===== config.mk =====
export PLATFORM = sky130hd
export DESIGN_NAME = pre_if_fetch_unit
export DESIGN_NICKNAME = d
export VERILOG_FILES = /design/src/rtl/pre_if_fetch_unit_pkg.sv /design/src/rtl/fetch_inflight_ctr.sv /design/src/rtl/pre_if_fetch_unit.sv
export SDC_FILE = /design/constraint.sdc
export NUM_CORES = 1
export LEC_CHECK = 0
export ABC_AREA = 1
export CORE_UTILIZATION = 63
export CTS_BUF_LIST = sky130_fd_sc_hd__clkbuf_4 sky130_fd_sc_hd__clkbuf_8
export DETAILED_ROUTE_END_ITERATION = 10
export DONT_BUFFER_PORTS = 1
export PLACE_DENSITY = 0.86
export SLEW_MARGIN = 25
export SYNTH_ARGS = -nofsm -noshare
export SYNTH_HDL_FRONTEND = slang
export SYNTH_SLANG_ARGS = --single-unit

===== constraint.sdc =====
create_clock -name clk -period 6.2 [get_ports clk]
set_input_delay 1.24 -clock clk [delete_from_list [all_inputs] [get_ports clk]]
set_output_delay 1.24 -clock clk [all_outputs]
set_load 0.01 [all_outputs]

===== src/rtl/pre_if_fetch_unit_pkg.sv =====
// Shared types and constants for the pre-IF fetch unit: reset/exception
// addresses, branch bus width and the redirect descriptor with its merge rule.
package pre_if_fetch_unit_pkg;

    localparam logic [31:0] RESET_PC_DEF   = 32'hbfc00000;
    localparam logic [31:0] EXC_VECTOR_DEF = 32'hbfc00380;

    // {br_stall, br_taken, br_target}
    localparam int BR_BUS_WD = 34;

    // Encoding order is the redirect priority: larger value wins.
    typedef enum logic [1:0] {
        REDIR_NONE = 2'd0,
        REDIR_BR   = 2'd1,
        REDIR_EXC  = 2'd2,
        REDIR_ERET = 2'd3
    } redir_kind_e;

    typedef struct packed {
        redir_kind_e kind;
        logic [31:0] target;
    } redir_t;

    // An arriving redirect replaces the stored one unless the stored one
    // has strictly higher priority.
    function automatic redir_t redir_merge(input redir_t pend, input redir_t arriving);
        redir_t res;
        if ((arriving.kind != REDIR_NONE) && (arriving.kind >= pend.kind)) begin
            res = arriving;
        end else begin
            res = pend;
        end
        return res;
    endfunction

endpackage


===== src/rtl/fetch_inflight_ctr.sv =====
// Tracks ICache requests accepted but not yet answered, and how many of
// those answers must be dropped after a flush/ERET redirect.
module fetch_inflight_ctr #(
    parameter int MAX_OUTSTANDING = 2
) (
    input  logic clk,
    input  logic reset,
    input  logic accept_i,
    input  logic data_ok_i,
    input  logic redirect_i,
    output logic full_o,
    output logic discard_o
);
    localparam int               CNT_W   = $clog2(MAX_OUTSTANDING + 1);
    localparam logic [CNT_W-1:0] CNT_MAX = CNT_W'(MAX_OUTSTANDING);
    localparam logic [CNT_W-1:0] CNT_ONE = CNT_W'(1);
    localparam logic [CNT_W-1:0] CNT_ZER = {CNT_W{1'b0}};

    logic [CNT_W-1:0] inflight_q, inflight_d;
    logic [CNT_W-1:0] discard_cnt_q, discard_cnt_d;

    // Next-state for both counters; a flush snapshot uses the post-update count.
    always_comb begin
        full_o    = (inflight_q == CNT_MAX);
        discard_o = ~reset & data_ok_i & (discard_cnt_q != CNT_ZER);

        case ({accept_i, data_ok_i})
            2'b10:   inflight_d = inflight_q + CNT_ONE;
            2'b01: begin
                if (inflight_q != CNT_ZER) begin
                    inflight_d = inflight_q - CNT_ONE;
                end else begin
                    inflight_d = inflight_q;
                end
            end
            default: inflight_d = inflight_q;
        endcase

        if (redirect_i) begin
            discard_cnt_d = inflight_d;
        end else if (discard_o) begin
            discard_cnt_d = discard_cnt_q - CNT_ONE;
        end else begin
            discard_cnt_d = discard_cnt_q;
        end
    end

    // Counter registers with synchronous reset.
    always_ff @(posedge clk) begin
        if (reset) begin
            inflight_q    <= CNT_ZER;
            discard_cnt_q <= CNT_ZER;
        end else begin
            inflight_q    <= inflight_d;
            discard_cnt_q <= discard_cnt_d;
        end
    end

endmodule


===== src/rtl/pre_if_fetch_unit.sv =====
// Pre-IF stage: generates block-aligned ICache requests, applies branch,
// exception and ERET redirects, and presents the fetch PC to IF.
module pre_if_fetch_unit
    import pre_if_fetch_unit_pkg::*;
#(
    parameter int          FETCH_WIDTH     = 1,
    parameter int          MAX_OUTSTANDING = 2,
    parameter logic [31:0] RESET_PC        = RESET_PC_DEF,
    parameter logic [31:0] EXC_VECTOR      = EXC_VECTOR_DEF
) (
    input  logic                   clk,
    input  logic                   reset,
    input  logic                   fs_allowin,
    input  logic                   br_stall,
    input  logic                   br_taken,
    input  logic [31:0]            br_target,
    input  logic                   mfc0_stall,
    input  logic                   flush,
    input  logic                   m1s_inst_eret,
    input  logic [31:0]            CP0_EPC_out,
    output logic                   inst_valid,
    output logic                   inst_op,
    output logic [31:0]            inst_addr,
    input  logic                   inst_addr_ok,
    input  logic                   inst_data_ok,
    output logic                   ps_to_fs_valid,
    output logic [31:0]            ps_to_fs_pc,
    output logic [FETCH_WIDTH-1:0] ps_to_fs_slot_mask,
    output logic                   ps_to_fs_adel,
    output logic                   resp_discard
);
    localparam logic [31:0] BLK_BYTES = 32'(4 * FETCH_WIDTH);
    localparam logic [31:0] BLK_MASK  = BLK_BYTES - 32'd1;
    localparam logic [31:0] SLOT_MASK = 32'(FETCH_WIDTH - 1);
    localparam redir_t      NO_REDIR  = '{kind: REDIR_NONE, target: 32'd0};

    logic [31:0]          fetch_pc_q, fetch_pc_d;
    redir_t               pend_q, pend_d;
    redir_t               arriving_s, eff_s;
    logic [BR_BUS_WD-1:0] br_bus_s;
    logic [31:0]          aligned_pc_s, seq_pc_s, word_off_s;
    logic                 full_s, misaligned_s, accept_s, redirect_exc_s;

    // Pick the highest-priority redirect arriving this cycle.
    always_comb begin
        br_bus_s       = {br_stall, br_taken, br_target};
        redirect_exc_s = flush | m1s_inst_eret;
        if (m1s_inst_eret) begin
            arriving_s = '{kind: REDIR_ERET, target: CP0_EPC_out};
        end else if (flush) begin
            arriving_s = '{kind: REDIR_EXC, target: EXC_VECTOR};
        end else if (br_bus_s[32] & ~br_bus_s[33] & ~mfc0_stall) begin
            arriving_s = '{kind: REDIR_BR, target: br_bus_s[31:0]};
        end else begin
            arriving_s = NO_REDIR;
        end
    end

    // Request generation, block alignment and IF bus outputs.
    always_comb begin
        aligned_pc_s   = fetch_pc_q & ~BLK_MASK;
        seq_pc_s       = aligned_pc_s + BLK_BYTES;
        word_off_s     = (fetch_pc_q >> 2) & SLOT_MASK;
        misaligned_s   = |fetch_pc_q[1:0];
        inst_valid     = ~reset & fs_allowin & ~full_s & ~misaligned_s;
        accept_s       = inst_valid & inst_addr_ok;
        inst_op        = 1'b0;
        inst_addr      = aligned_pc_s;
        ps_to_fs_pc    = fetch_pc_q;
        ps_to_fs_valid = ~reset & (accept_s | (misaligned_s & fs_allowin));
        ps_to_fs_adel  = ~reset & misaligned_s;
        for (int i = 0; i < FETCH_WIDTH; i++) begin
            ps_to_fs_slot_mask[i] = (32'(i) >= word_off_s);
        end
    end

    // Fetch PC / pending redirect next-state. inst_addr may only move while
    // no request is on the bus, so non-branch redirects wait for that.
    always_comb begin
        eff_s      = redir_merge(pend_q, arriving_s);
        fetch_pc_d = fetch_pc_q;
        pend_d     = pend_q;
        if (accept_s) begin
            if (eff_s.kind != REDIR_NONE) begin
                fetch_pc_d = eff_s.target;
            end else begin
                fetch_pc_d = seq_pc_s;
            end
            pend_d = NO_REDIR;
        end else if (eff_s.kind == REDIR_NONE) begin
            pend_d = pend_q;
        end else if ((eff_s.kind != REDIR_BR) && !inst_valid) begin
            fetch_pc_d = eff_s.target;
            pend_d     = NO_REDIR;
        end else begin
            pend_d = eff_s;
        end
    end

    // Fetch PC and pending redirect registers.
    always_ff @(posedge clk) begin
        if (reset) begin
            fetch_pc_q <= RESET_PC;
            pend_q     <= NO_REDIR;
        end else begin
            fetch_pc_q <= fetch_pc_d;
            pend_q     <= pend_d;
        end
    end

    fetch_inflight_ctr #(
        .MAX_OUTSTANDING (MAX_OUTSTANDING)
    ) u_ctr (
        .clk        (clk),
        .reset      (reset),
        .accept_i   (accept_s),
        .data_ok_i  (inst_data_ok),
        .redirect_i (redirect_exc_s),
        .full_o     (full_s),
        .discard_o  (resp_discard)
    );

endmodule


### After elaboration in Yosys (flattened, before gate mapping)

Cells that the tools add are included.

| operators by class | value |
|---|---|
| bitwise gates (word level) | 18 |
| $add $sub $neg | 4 |
| magnitude comparators | 1 |
| multiplexer cells | 13 |
| reduce and logical (&&, ||, !) cells | 13 |
| equal/unequal tests | 5 |

Operator list:

| operator | count |
|---|---|
| 34-bit 2-to-1 mux | 4 |
| 32-bit 2-to-1 mux | 4 |
| 33-bit 2-to-1 mux | 1 |
| 32-bit by 3-bit adder with 32-bit output (second input constant) | 1 |
| 2-bit nonzero test | 6 |
| 1-bit bitwise AND | 11 |
| 2-bit 2-to-1 mux | 3 |
| 1-bit NOT | 5 |
| 2-bit equality test (second input constant) | 2 |
| 2-bit by 1-bit inequality test with 1-bit output (second input constant) | 2 |
| 2-bit case mux with 2 select lines | 1 |
| 2-bit OR reduction | 2 |
| 2-bit by 1-bit subtractor with 2-bit output (second input constant) | 2 |
| 2-bit by 1-bit adder with 2-bit output (second input constant) | 1 |
| 2-bit by 1-bit equality test with 1-bit output (second input constant) | 1 |
| 2-bit >= comparator | 1 |
| 1-bit logical AND | 2 |
| 2-bit logical NOT | 1 |
| 1-bit bitwise OR | 2 |
| 2-bit AND reduction | 1 |
| 1-bit logical NOT | 1 |

| storage, ports and cells | value |
|---|---|
| bits in registers | 70 |
| word-level logic and storage cells | 59 |
| output and inout port bits | 70 |

### Depth between registers and ports, before layout

Gate-level depths: netlist of the first run.

| depth | value |
|---|---|
| depth after elaboration | 14 |
| mapped depth | 20 |
| depth with buffers taken out | 19 |

### By module

From an unflattened synthesis of the first run, not the netlist that was laid out.

| unflattened totals | value |
|---|---|
| cell total of the unflattened synthesis | 842 |
| area total of the unflattened synthesis | 5008.6 um^2 |

By module, submodules not included:

| module | area an instance (um^2) | cells each | instances |
|---|---|---|---|
| pre_if_fetch_unit | 4704.5 | 799 | 1 |
| fetch_inflight_ctr | 304.0 | 43 | 1 |

### Worst setup path before layout of the first run

Ideal clock, no wire load.

| timing path | value |
|---|---|
| path kind | input to output |
| start | input reset |
| end | output ps_to_fs_valid |
| required time | 4960 ps |
| path buffers | 2 |
| setup slack | 2866 ps |
| cell stages on the path | 7 |
| arrival time | 2094 ps |
| path through | buf_4 -> inv_2 -> nand3_2 -> inv_2 -> nand2_4 -> clkbuf_1 -> nand2_1 |

| between the ends | value |
|---|---|
| word-level cells in the longest chain between the ends | 7 |

RTL lines:

| element | line | RTL |
|---|---|---|
| start, declared | pre_if_fetch_unit.sv:12 | `input logic reset,` |
| 1-bit NOT | pre_if_fetch_unit.sv:65 | `inst_valid = ~reset & fs_allowin & ~full_s & ~misaligned_s;` |
| 1-bit bitwise AND (3 in series) | pre_if_fetch_unit.sv:65 |  |
| named net inst_valid | pre_if_fetch_unit.sv:21 | `output logic inst_valid,` |
| 1-bit bitwise AND | pre_if_fetch_unit.sv:66 | `accept_s = inst_valid & inst_addr_ok;` |
| 1-bit bitwise OR | pre_if_fetch_unit.sv:70 | `ps_to_fs_valid = ~reset & (accept_s \| (misaligned_s & fs_allowin));` |
| 1-bit bitwise AND | pre_if_fetch_unit.sv:70 |  |
| end, declared | pre_if_fetch_unit.sv:26 | `output logic ps_to_fs_valid,` |

The timed path passes the listed nets, and every way through them passes these cells.

### Worst setup path after layout of the first run

| timing path | value |
|---|---|
| start | input m1s_inst_eret |
| end | register fetch_pc_q[25], in the netlist ps_to_fs_pc[25] |

| between the ends | value |
|---|---|
| word-level cells in the longest chain between the ends | 8 |
| elaborated cells on any way between the ends | 16 |
| classes of those cells | 1 x order compare; 2 x eq/ne; 6 x mux; 7 x reduce/logical |

RTL lines:

| element | line | RTL |
|---|---|---|
| start, declared | pre_if_fetch_unit.sv:19 | `input logic m1s_inst_eret,` |
| 34-bit 2-to-1 mux (*) | pre_if_fetch_unit.sv:48 | `if (m1s_inst_eret) begin` |
| 2-bit >= comparator or 2-bit nonzero test (tied branches) | pre_if_fetch_unit_pkg.sv:28 | `if ((arriving.kind != REDIR_NONE) && (arriving.kind >= pend.kind)) begin` |
| 1-bit logical AND | pre_if_fetch_unit_pkg.sv:28 |  |
| 34-bit 2-to-1 mux (*) | pre_if_fetch_unit_pkg.sv:28 |  |
| 2-bit by 1-bit inequality test with 1-bit output | pre_if_fetch_unit.sv:92 | `end else if ((eff_s.kind != REDIR_BR) && !inst_valid) begin` |
| 1-bit logical AND | pre_if_fetch_unit.sv:92 |  |
| 2-bit nonzero test (no source line) | -- |  |
| 2-bit AND reduction (no source line) | -- |  |
| end signal, assigned | pre_if_fetch_unit.sv:106 | `fetch_pc_q <= fetch_pc_d;` |
| end, declared | pre_if_fetch_unit.sv:37 | `logic [31:0] fetch_pc_q, fetch_pc_d;` |

Mark *: on every way between the ends. The rest lies on a longest branch, timed or not. The select of a mux whose other input is x is not followed.
A chain may end at the register's enable or synchronous reset.

==> impl_metrics.csv, run 1 <==
group,metric,value,unit
hold_path,hold_class,"reg -> reg",
die,die-area,8040,sq um
die,initial_core_util,0.660,
setup_path,regToRegSetupSlack,3.26,ns
place,portBuffers,0,
die,die_h,89.7,microns
setup_path,path_buf_inv,4,
pwr,power_density,268,nW/um^2
die,rows,31,
setup_path,cp_slowest_stage_delay,0.53,ns
setup_path,path_delay_family,"simple AND/OR/NAND/NOR gates",
finish,drive_gt1_frac,0.0536,
timing,hold_viol,0,
synth,yosysUniqueCellTypes,33,
synth,yosysWarnings,0,
cts,cts_sinks,70,
cts,cts_tree,"built",
timing,hold_slack,0.464,ns
setup_path,crit_arrival,4.00,ns
synth,syn_area_per_cell,6.20,sq um
die,die_w,89.7,microns
drt,antenna_left,0,
timing,fin_tns_setup,0,ns
setup_path,crit_top_cell,"nand2_1",
place,hpwl,9.29,mm
place,dpl_cell_area,4510,sq um
synth,synth_seq_area_share,0.289,
drt,drtIter0Drc,408,
setup_path,path_cells,"inv_1, nand2_1, inv_1, ha_1, nand2_1, nand3_2, nand2_1, nand2_2, nor2_4, buf_4, nand2_2, inv_2, nand3_1, nand3_1, nand2_1",
pwr,seqPwrFrac,0.471,
pwr,p_comb_frac,0.225,
synth,synthFlopType,"dfxtp_1",
synth,ys_ff_latch,70,
synth,async_reset_ff_frac,0,
cts,post_cts_buffers,0,
cts,clock_path_buffers,2,
grt,grt_pass1_wl,20.4,mm
cts,htree_levels,3,
timing,relSlewSlack,0.438,
setup_path,cp.required,6.44,ns
pwr,swShare,0.364,
run,drv_cap,0,
timing,tightest_slew,0.840,ns
drt,finalWirelength,12.8,mm
grt,gr-total-overflow,0,
cts,cts-resized-gates,0,
pwr,clkPwrFrac,0.304,
drt,drt-vias-per-instance,5.84,
die,core,7330,sq um
timing,fin_crit_sh,0.606,
timing,finalCriticalPeriod,3.75,ns
finish,diodes,0,
setup_path,cp_max_fo,47,
drt,vias,4821,
pwr,leakage,2.08,nW
timing,rsz0062_at_grt,"false",
grt,grt_pass1_vias,4286,
cts,cts_buffers,9,
pwr,p_sw,0.461,mW
pwr,p_int,0.805,mW
synth,netlist_instances,781,
drt,drc,0,
setup_path,critPathCaptureType,"flop",
run_status,status,"finished clean",
pwr,ir_drop,0.218,mV
setup_path,start_kind,"input pin",
grt,gr-usage-all-layers,0.334,
die,ioPinCount,144,
cts,cts_root_buffer,"clkbuf_8",
place,place.gp.congestion,0.980,
setup_path,crit_slowest_cell,"nand2_2",
timing,max_freq,266,MHz
synth,mappedNetlistArea,4840,sq um
cts,ctsHoldBuffers,0,
timing,skew,0.0103,ns
drt,first_pass_iters,5,
timing,finalMaxSlewViolations,0,
grt,grt_start_max_net_pins,53,
synth,synth_edf_count,0,
timing,finalSetupViolCount,0,
finish,syn_to_final_growth,-2.61,%
finish,design_area,4710,sq um
setup_path,path_class,"in -> reg",
cts,clkTransAtPathRegs,0.07,ns
cts,clock_latency,0.35,ns
finish,fin_nets,806,
grt,grt_antenna_before_repair,0,
drt,wire_per_inst,15.5,microns
[cells in the final DEF (no fill, tap or decap), types with 2 or more instances in the layout]
cell      count
nand3_1      77
nor3b_1       8
nand3b_1      7
nor2_4        2
o21ai_0      41
nand2_2       8
inv_1        43
xnor2_1       7
nand3_2       2
nor3_1        4
nor2_1       76
xor2_1       12
nand2_4       2
a21oi_1      39
a31oi_1       3
inv_2         4
clkbuf_4      4
clkbuf_8     10
nand4_1       5
o21ai_1      13
nand2_1     256
or2_2         2
conb_1        4
dfxtp_1      70
o22ai_1      12
ha_1          9
[worst register-to-register path, cell delays in order (launching register included)]
cell,delay [ns]
dfxtp_1,0.34
inv_1,0.05
ha_1,0.29
nand2_1,0.07
nand3_2,0.12
nand2_4,0.14
nand2_2,0.10
nand2_2,0.09
nor2_4,0.08
buf_4,0.40
nand2_2,0.54
inv_2,0.35
nand3_1,0.12
nand3_1,0.08
nand2_1,0.07
[cells in the mapped netlist, drive strengths merged, types with 4 or more instances]
cell type | n | share of area
a21oi | 39 | 0.040
buf | 58 | 0.086
nor3b | 8 | 0.012
xor2 | 12 | 0.022
nand3 | 79 | 0.084
inv | 48 | 0.038
ha | 9 | 0.023
nor2 | 79 | 0.064
nand3b | 7 | 0.011
o21ai | 54 | 0.056
nand2 | 266 | 0.21
clkbuf | 14 | 0.011
dfxtp | 70 | 0.29
nor3 | 4 | 0.0041
xnor2 | 7 | 0.013
nand4 | 5 | 0.0065
o22ai | 12 | 0.016
[cell type report]
type                            instances  area (sq um)
Inverter                               49           188
Clock inverter                          1          30.0
Fill cell                             692          2620
Sequential cell                        70          1400
Multi-Input combinational cell        592          2800
Clock buffer                           14           168
Tap cell                               99           124
Timing Repair Buffer                    1          7.51
[metal layers]
metal / track usage / share of wire
met1: 0.389 / 0.40
met2: 0.601 / 0.50
met3: 0.0676 / 0.081
met4: 0.130 / 0.026
met5: 0 / 0
[cells by family after synthesis]
kind of cell             Yosys count  share of synthesized area
XOR/XNOR                          19                     0.0344
flip-flops                        70                      0.289
other                              2                    0.00155
AND/OR/NAND/NOR                  451                      0.399
AO/OA/AOI/OAI                    109                      0.117
adder cells (fa/ha/maj)            9                     0.0233
buffers and inverters            121                      0.135
[power by group through the flow]
stage                     combinational [mW]  clock [mW]  sequential, mW
after global routing                   0.322       0.403           0.606
after floorplan                        0.296           0           0.563
after detailed placement               0.279           0           0.604
after global placement                 0.269           0           0.602
final                                  0.284       0.385           0.596
after CTS                              0.281       0.384           0.595
[sequential cells by signal, summed over array words and instances, names as in the netlist]
| name | flops |
|---|---|
| pend_q | 34 |
| ps_to_fs_pc | 32 |
| u_ctr.discard_cnt_q | 2 |
| u_ctr.inflight_q | 2 |
[final timing paths]
path	start	end	depth (start not counted)
worst min-delay path	pend_q[17]	pend_q[17]	2
worst max-delay path	m1s_inst_eret	ps_to_fs_pc[25]	15
worst min register to register	pend_q[17]	pend_q[17]	2
worst max register to register	pend_q[33]	ps_to_fs_pc[25]	14
[stage by stage]
stage          cells  setup slack, ns  utilization  total power, mW
6_report         826             2.45        0.643             1.27
5_1_grt          826             2.18        0.643             1.33
4_1_cts          826             2.48        0.642             1.26
3_5_place_dp     811             2.12        0.615            0.884
3_3_place_gp     811             2.24        0.615            0.872
2_1_floorplan    783             2.87            -            0.859
(Power assumes the default switching activity.)
==> run 2, diff against run 1 <==
==> constraint.sdc (replaced) <==
create_clock -name clk -period 3.8 [get_ports clk]
set_input_delay 0.76 -clock clk [delete_from_list [all_inputs] [get_ports clk]]
set_output_delay 0.76 -clock clk [all_outputs]
set_load 0.01 [all_outputs]
==> impl_metrics.csv, run 2 (synthesis results as in run 1) <==
group,metric,value,unit
run_status,status,"finished clean",
grt,gr-usage-all-layers,0.347,
cts,cts-resized-gates,0,
drt,drt-vias-per-instance,5.92,
finish,final_cell_mix,"nand2_1, nor2_1, nand3_1, dfxtp_1, inv_1",
cts,clock_latency,0.36,ns
die,die_w,89.7,microns
cts,cts_tree,"built",
drt,drtIter0Drc,377,
die,initial_core_util,0.660,
timing,hold_viol,0,
drt,finalWirelength,13.4,mm
drt,drc,0,
drt,antenna_left,0,
cts,clkTransAtPathRegs,0.08,ns
setup_path,regToRegSetupSlack,1.26,ns
place,hpwl,9.65,mm
hold_path,hold_class,"in -> reg",
finish,largest_register_ffs,34,
timing,max_freq,349,MHz
drt,vias,4937,
setup_path,path_class,"in -> reg",
grt,grt_pass1_wl,21.2,mm
timing,rsz0062_at_grt,"false",
cts,post_cts_buffers,0,
place,place.gp.congestion,0.957,
finish,fin_nets,813,
timing,fin_crit_sh,0.754,
pwr,swShare,0.343,
pwr,clkPwrFrac,0.359,
cts,cts_root_buffer,"clkbuf_8",
timing,finalCriticalPeriod,2.87,ns
timing,tightest_slew,0.710,ns
grt,gr-total-overflow,0,
cts,htree_levels,3,
finish,drive_gt1_frac,0.0612,
grt,grt_pass1_vias,4480,
pwr,p_comb_frac,0.213,
pwr,leakage,2.14,nW
finish,syn_to_final_growth,-0.129,%
drt,wire_per_inst,16.0,microns
timing,skew,0.0110,ns
cts,cts_buffers,9,
finish,final_common_cell,"nand2_1",
drt,first_pass_iters,5,
pwr,power_density,470,nW/um^2
die,die_h,89.7,microns
timing,relSlewSlack,0.526,
timing,finalMaxSlewViolations,0,
setup_path,cp.required,4.04,ns
setup_path,crit_arrival,3.11,ns
cts,clock_path_buffers,2,
place,dp.cells,818,
die,ioPinCount,144,
finish,fin_cells,834,
pwr,p_int,1.49,mW
run,drv_cap,0,
die,rows,31,
timing,fin_tns_setup,0,ns
setup_path,critPathCaptureType,"flop",
finish,regMostFlops,"pend_q",
place,portBuffers,0,
pwr,seqPwrFrac,0.428,
pwr,p_sw,0.779,mW
pwr,ir_drop,0.231,mV
setup_path,start_kind,"input pin",
cts,cts_sinks,70,
grt,grt_antenna_before_repair,0,
grt,grt_start_max_net_pins,49,
setup_path,cp_max_fo,27,
cts,ctsHoldBuffers,0,
die,core,7330,sq um
die,die-area,8040,sq um
timing,finalSetupViolCount,0,
finish,diodes,0,
## run 2: worst paths after layout
kind	from	endpoint	cells past startpoint
min reg2reg	pend_q[14]	pend_q[14]	2
min	reset	ps_to_fs_pc[1]	1
max	m1s_inst_eret	ps_to_fs_pc[13]	15
max reg2reg	u_ctr.inflight_q[0]	ps_to_fs_pc[13]	12
## run 2: area by class of cell
cell class / instances / area (sq um)
repair buffers: 8 / 60.1
clock inverters: 6 / 133
multi-input cells: 592 / 2790
fillers: 675 / 2500
inverters: 49 / 188
flip-flops and latches: 70 / 1400
clock buffers: 10 / 138
well taps: 99 / 124
## run 2: routing by layer
| metal | track usage | routed length, microns | up-vias |
|---|---|---|---|
| met3 | 0.0914 | 988 | 40 |
| met1 | 0.397 | 5420 | 2296 |
| met2 | 0.601 | 6590 | 230 |
| li1 | - | - | 2371 |
| met4 | 0.166 | 388 | 0 |
| met5 | 0 | 0 | - |
## run 2: per-stage QoR
step                area [sq um]   util  power (mW)  worst slack [ns]  hold slack [ns]
floorplan                   4850      -        1.40              1.20            0.441
global placement            4560  0.623        1.44             0.798            0.448
detailed placement          4560  0.623        1.46             0.639            0.457
CTS                         4830  0.659        2.26             0.999            0.452
global route                4830  0.659        2.39             0.667            0.441
finish                      4830  0.659        2.27             0.934            0.453
## run 2: power by group through the flow
stage	clock network, mW	logic, mW	registers [mW]
after global placement	0	0.454	0.983
after floorplan	0	0.483	0.919
after CTS	0.818	0.475	0.969
after global routing	0.851	0.551	0.988
final	0.814	0.484	0.972
after detailed placement	0	0.472	0.986
## run 2: critical path, cell delays in order
cell,delay [ns]
inv_1,0.29
nand2_1,0.15
inv_1,0.08
ha_1,0.23
nand2_1,0.09
nand3_2,0.14
nand2_4,0.21
nand2_2,0.07
nand2_2,0.12
nor2_4,0.04
nand2_2,0.37
buf_4,0.27
o21ai_0,0.09
nor2_1,0.12
nor2_1,0.05
==> run 3, diff against run 2 <==
--- a/config.mk
+++ b/config.mk
@@ -6,7 +6,7 @@
 export NUM_CORES = 1
 export LEC_CHECK = 0
 export ABC_AREA = 1
-export CORE_UTILIZATION = 63
+export CORE_UTILIZATION = 60
 export CTS_BUF_LIST = sky130_fd_sc_hd__clkbuf_4 sky130_fd_sc_hd__clkbuf_8
 export DETAILED_ROUTE_END_ITERATION = 10
 export DONT_BUFFER_PORTS = 1
==> constraint.sdc (replaced) <==
create_clock -name clk -period 2.37 [get_ports clk]
set_input_delay 0.474 -clock clk [delete_from_list [all_inputs] [get_ports clk]]
set_output_delay 0.474 -clock clk [all_outputs]
set_load 0.01 [all_outputs]
==> impl_metrics.csv, run 3 (synthesis results as in run 1) <==
group,metric,value,unit
pwr,seqPwrFrac,0.428,
setup_path,critPathCaptureType,"primary output",
drt,finalWirelength,13.6,mm
finish,design_area,4990,sq um
setup_path,crit_slowest_cell,"dfxtp_1",
finish,diodes,0,
grt,grtUsageMet3,0.0663,
pwr,ir_drop,0.535,mV
finish,nFillCells,764,
die,core,7770,sq um
finish,drive_gt1_frac,0.0824,
pwr,leakage,2.22,nW
cts,cts_root_buffer,"clkbuf_8",
die,initial_core_util,0.623,
grt,use_met2,0.561,
grt,grt_antenna_before_repair,0,
cts,htree_levels,3,
grt,grt_start_max_net_pins,47,
setup_path,path_buf_inv,2,
cts,post_cts_buffers,0,
die,ioPinCount,144,
place,dpl_cell_area,4770,sq um
finish,syn_to_final_growth,3.13,%
die,die-area,8430,sq um
grt,top_usage_layer,"met2",
timing,finalMaxSlewViolations,0,
pwr,p_comb_frac,0.257,
pwr,power_density,704,nW/um^2
cts,clock_path_buffers,2,
drt,vias,4919,
finish,final_common_cell,"nand2_1",
drt,drt-vias-per-instance,5.76,
pwr,clkPwrFrac,0.315,
pwr,p_sw,1.29,mW
finish,regMostFlops,"pend_q",
timing,skew,0.00963,ns
drt,drc,0,
grt,gr-total-overflow,0,
die,die_h,91.8,microns
drt,wire_per_inst,15.9,microns
timing,tightest_slew,0.694,ns
setup_path,path_delay_family,"simple AND/OR/NAND/NOR gates",
finish,final_cell_mix,"nand2_1, nor2_1, nand3_1, dfxtp_1, inv_1",
timing,fin_tns_setup,0,ns
grt,grt_util_met1,0.407,
timing,hold_slack,0.165,ns
place,hpwl,9.98,mm
place,portBuffers,0,
timing,relSlewSlack,0.534,
setup_path,cp_slowest_stage_delay,0.38,ns
setup_path,path_class,"reg -> out",
timing,finalSetupViolCount,0,
pwr,swShare,0.368,
cts,clkTransAtPathRegs,0.09,ns
cts,cts_buffers,9,
run_status,status,"finished clean",
cts,clock_latency,0.36,ns
run,drv_cap,0,
setup_path,crit_arrival,1.76,ns
setup_path,path_cells,"inv_1, ha_1, nor2_1, nand3_2, inv_2, nand2_4, nand2_1",
timing,max_freq,448,MHz
place,place.gp.congestion,0.936,
die,die_w,91.8,microns
grt,gr-usage-all-layers,0.337,
finish,fin_nets,830,
timing,fin_crit_sh,0.942,
timing,rsz0062_at_grt,"false",
pwr,p_int,2.22,mW
timing,hold_viol,0,
grt,grt_pass1_wl,22.6,mm
drt,first_pass_iters,5,
timing,finalCriticalPeriod,2.23,ns
hold_path,hold_class,"in -> reg",
pwr,power.total,3.51,mW
setup_path,start_kind,"flop",
drt,antenna_left,0,
cts,cts-resized-gates,0,
cts,cts_sinks,70,
die,rows,32,
finish,largest_register_ffs,34,
cts,ctsHoldBuffers,0,
setup_path,cp_max_fo,16,
drt,drtIter0Drc,327,
cts,cts_tree,"built",
setup_path,cp.required,1.90,ns
grt,grt_pass1_vias,4759,
run 3: cell count changes in the layout (fill, tap and decap cells not counted), sizes merged:
cell,change
clkinv,+1
inv,+1
buf,+17
clkbuf,-1
bufinv,-2
clkinvlp,+1
run 3: worst paths after layout:
kind / endpoint / from / slack [ns] / cells after the start
min reg2reg: pend_q[30] / pend_q[30] / 0.46 / 2
max: ps_to_fs_valid / u_ctr.inflight_q[0] / 0.14 / 7
max reg2reg: u_ctr.discard_cnt_q[0] / u_ctr.inflight_q[0] / 0.18 / 12
min: ps_to_fs_pc[4] / reset / 0.17 / 1
run 3: metrics by stage:
step | std cells | utilization | worst slack (ns)
floorplan | 783 | - | 0.0584
global placement | 838 | 0.614 | 0.0763
detailed placement | 838 | 0.614 | 0.0188
CTS | 854 | 0.643 | 0.144
global route | 854 | 0.643 | 0.0208
finish | 854 | 0.643 | 0.138
run 3: power by group through the flow:
stage / combinational, mW / sequential (mW) / clock [mW]
final: 0.904 / 1.50 / 1.11
after global routing: 1.01 / 1.52 / 1.17
after CTS: 0.893 / 1.50 / 1.11
after detailed placement: 0.885 / 1.53 / 0
after global placement: 0.853 / 1.52 / 0
after floorplan: 0.775 / 1.47 / 0
run 3: final cells by class:
type / instances / area [sq um] / area share
Clock buffer: 9 / 124 / 0.0248
Timing Repair Buffer: 25 / 263 / 0.0526
Tap cell: 102 / 128 / 0.0256
Multi-Input combinational cell: 592 / 2790 / 0.559
Inverter: 49 / 188 / 0.0376
Clock inverter: 7 / 97.6 / 0.0195
Sequential cell: 70 / 1400 / 0.281
run 3: per-layer routing:
metal	vias to the layer above	wire length (microns)
met5	-	0
met4	0	583
met3	38	863
met2	186	6290
met1	2273	5830
li1	2422	-
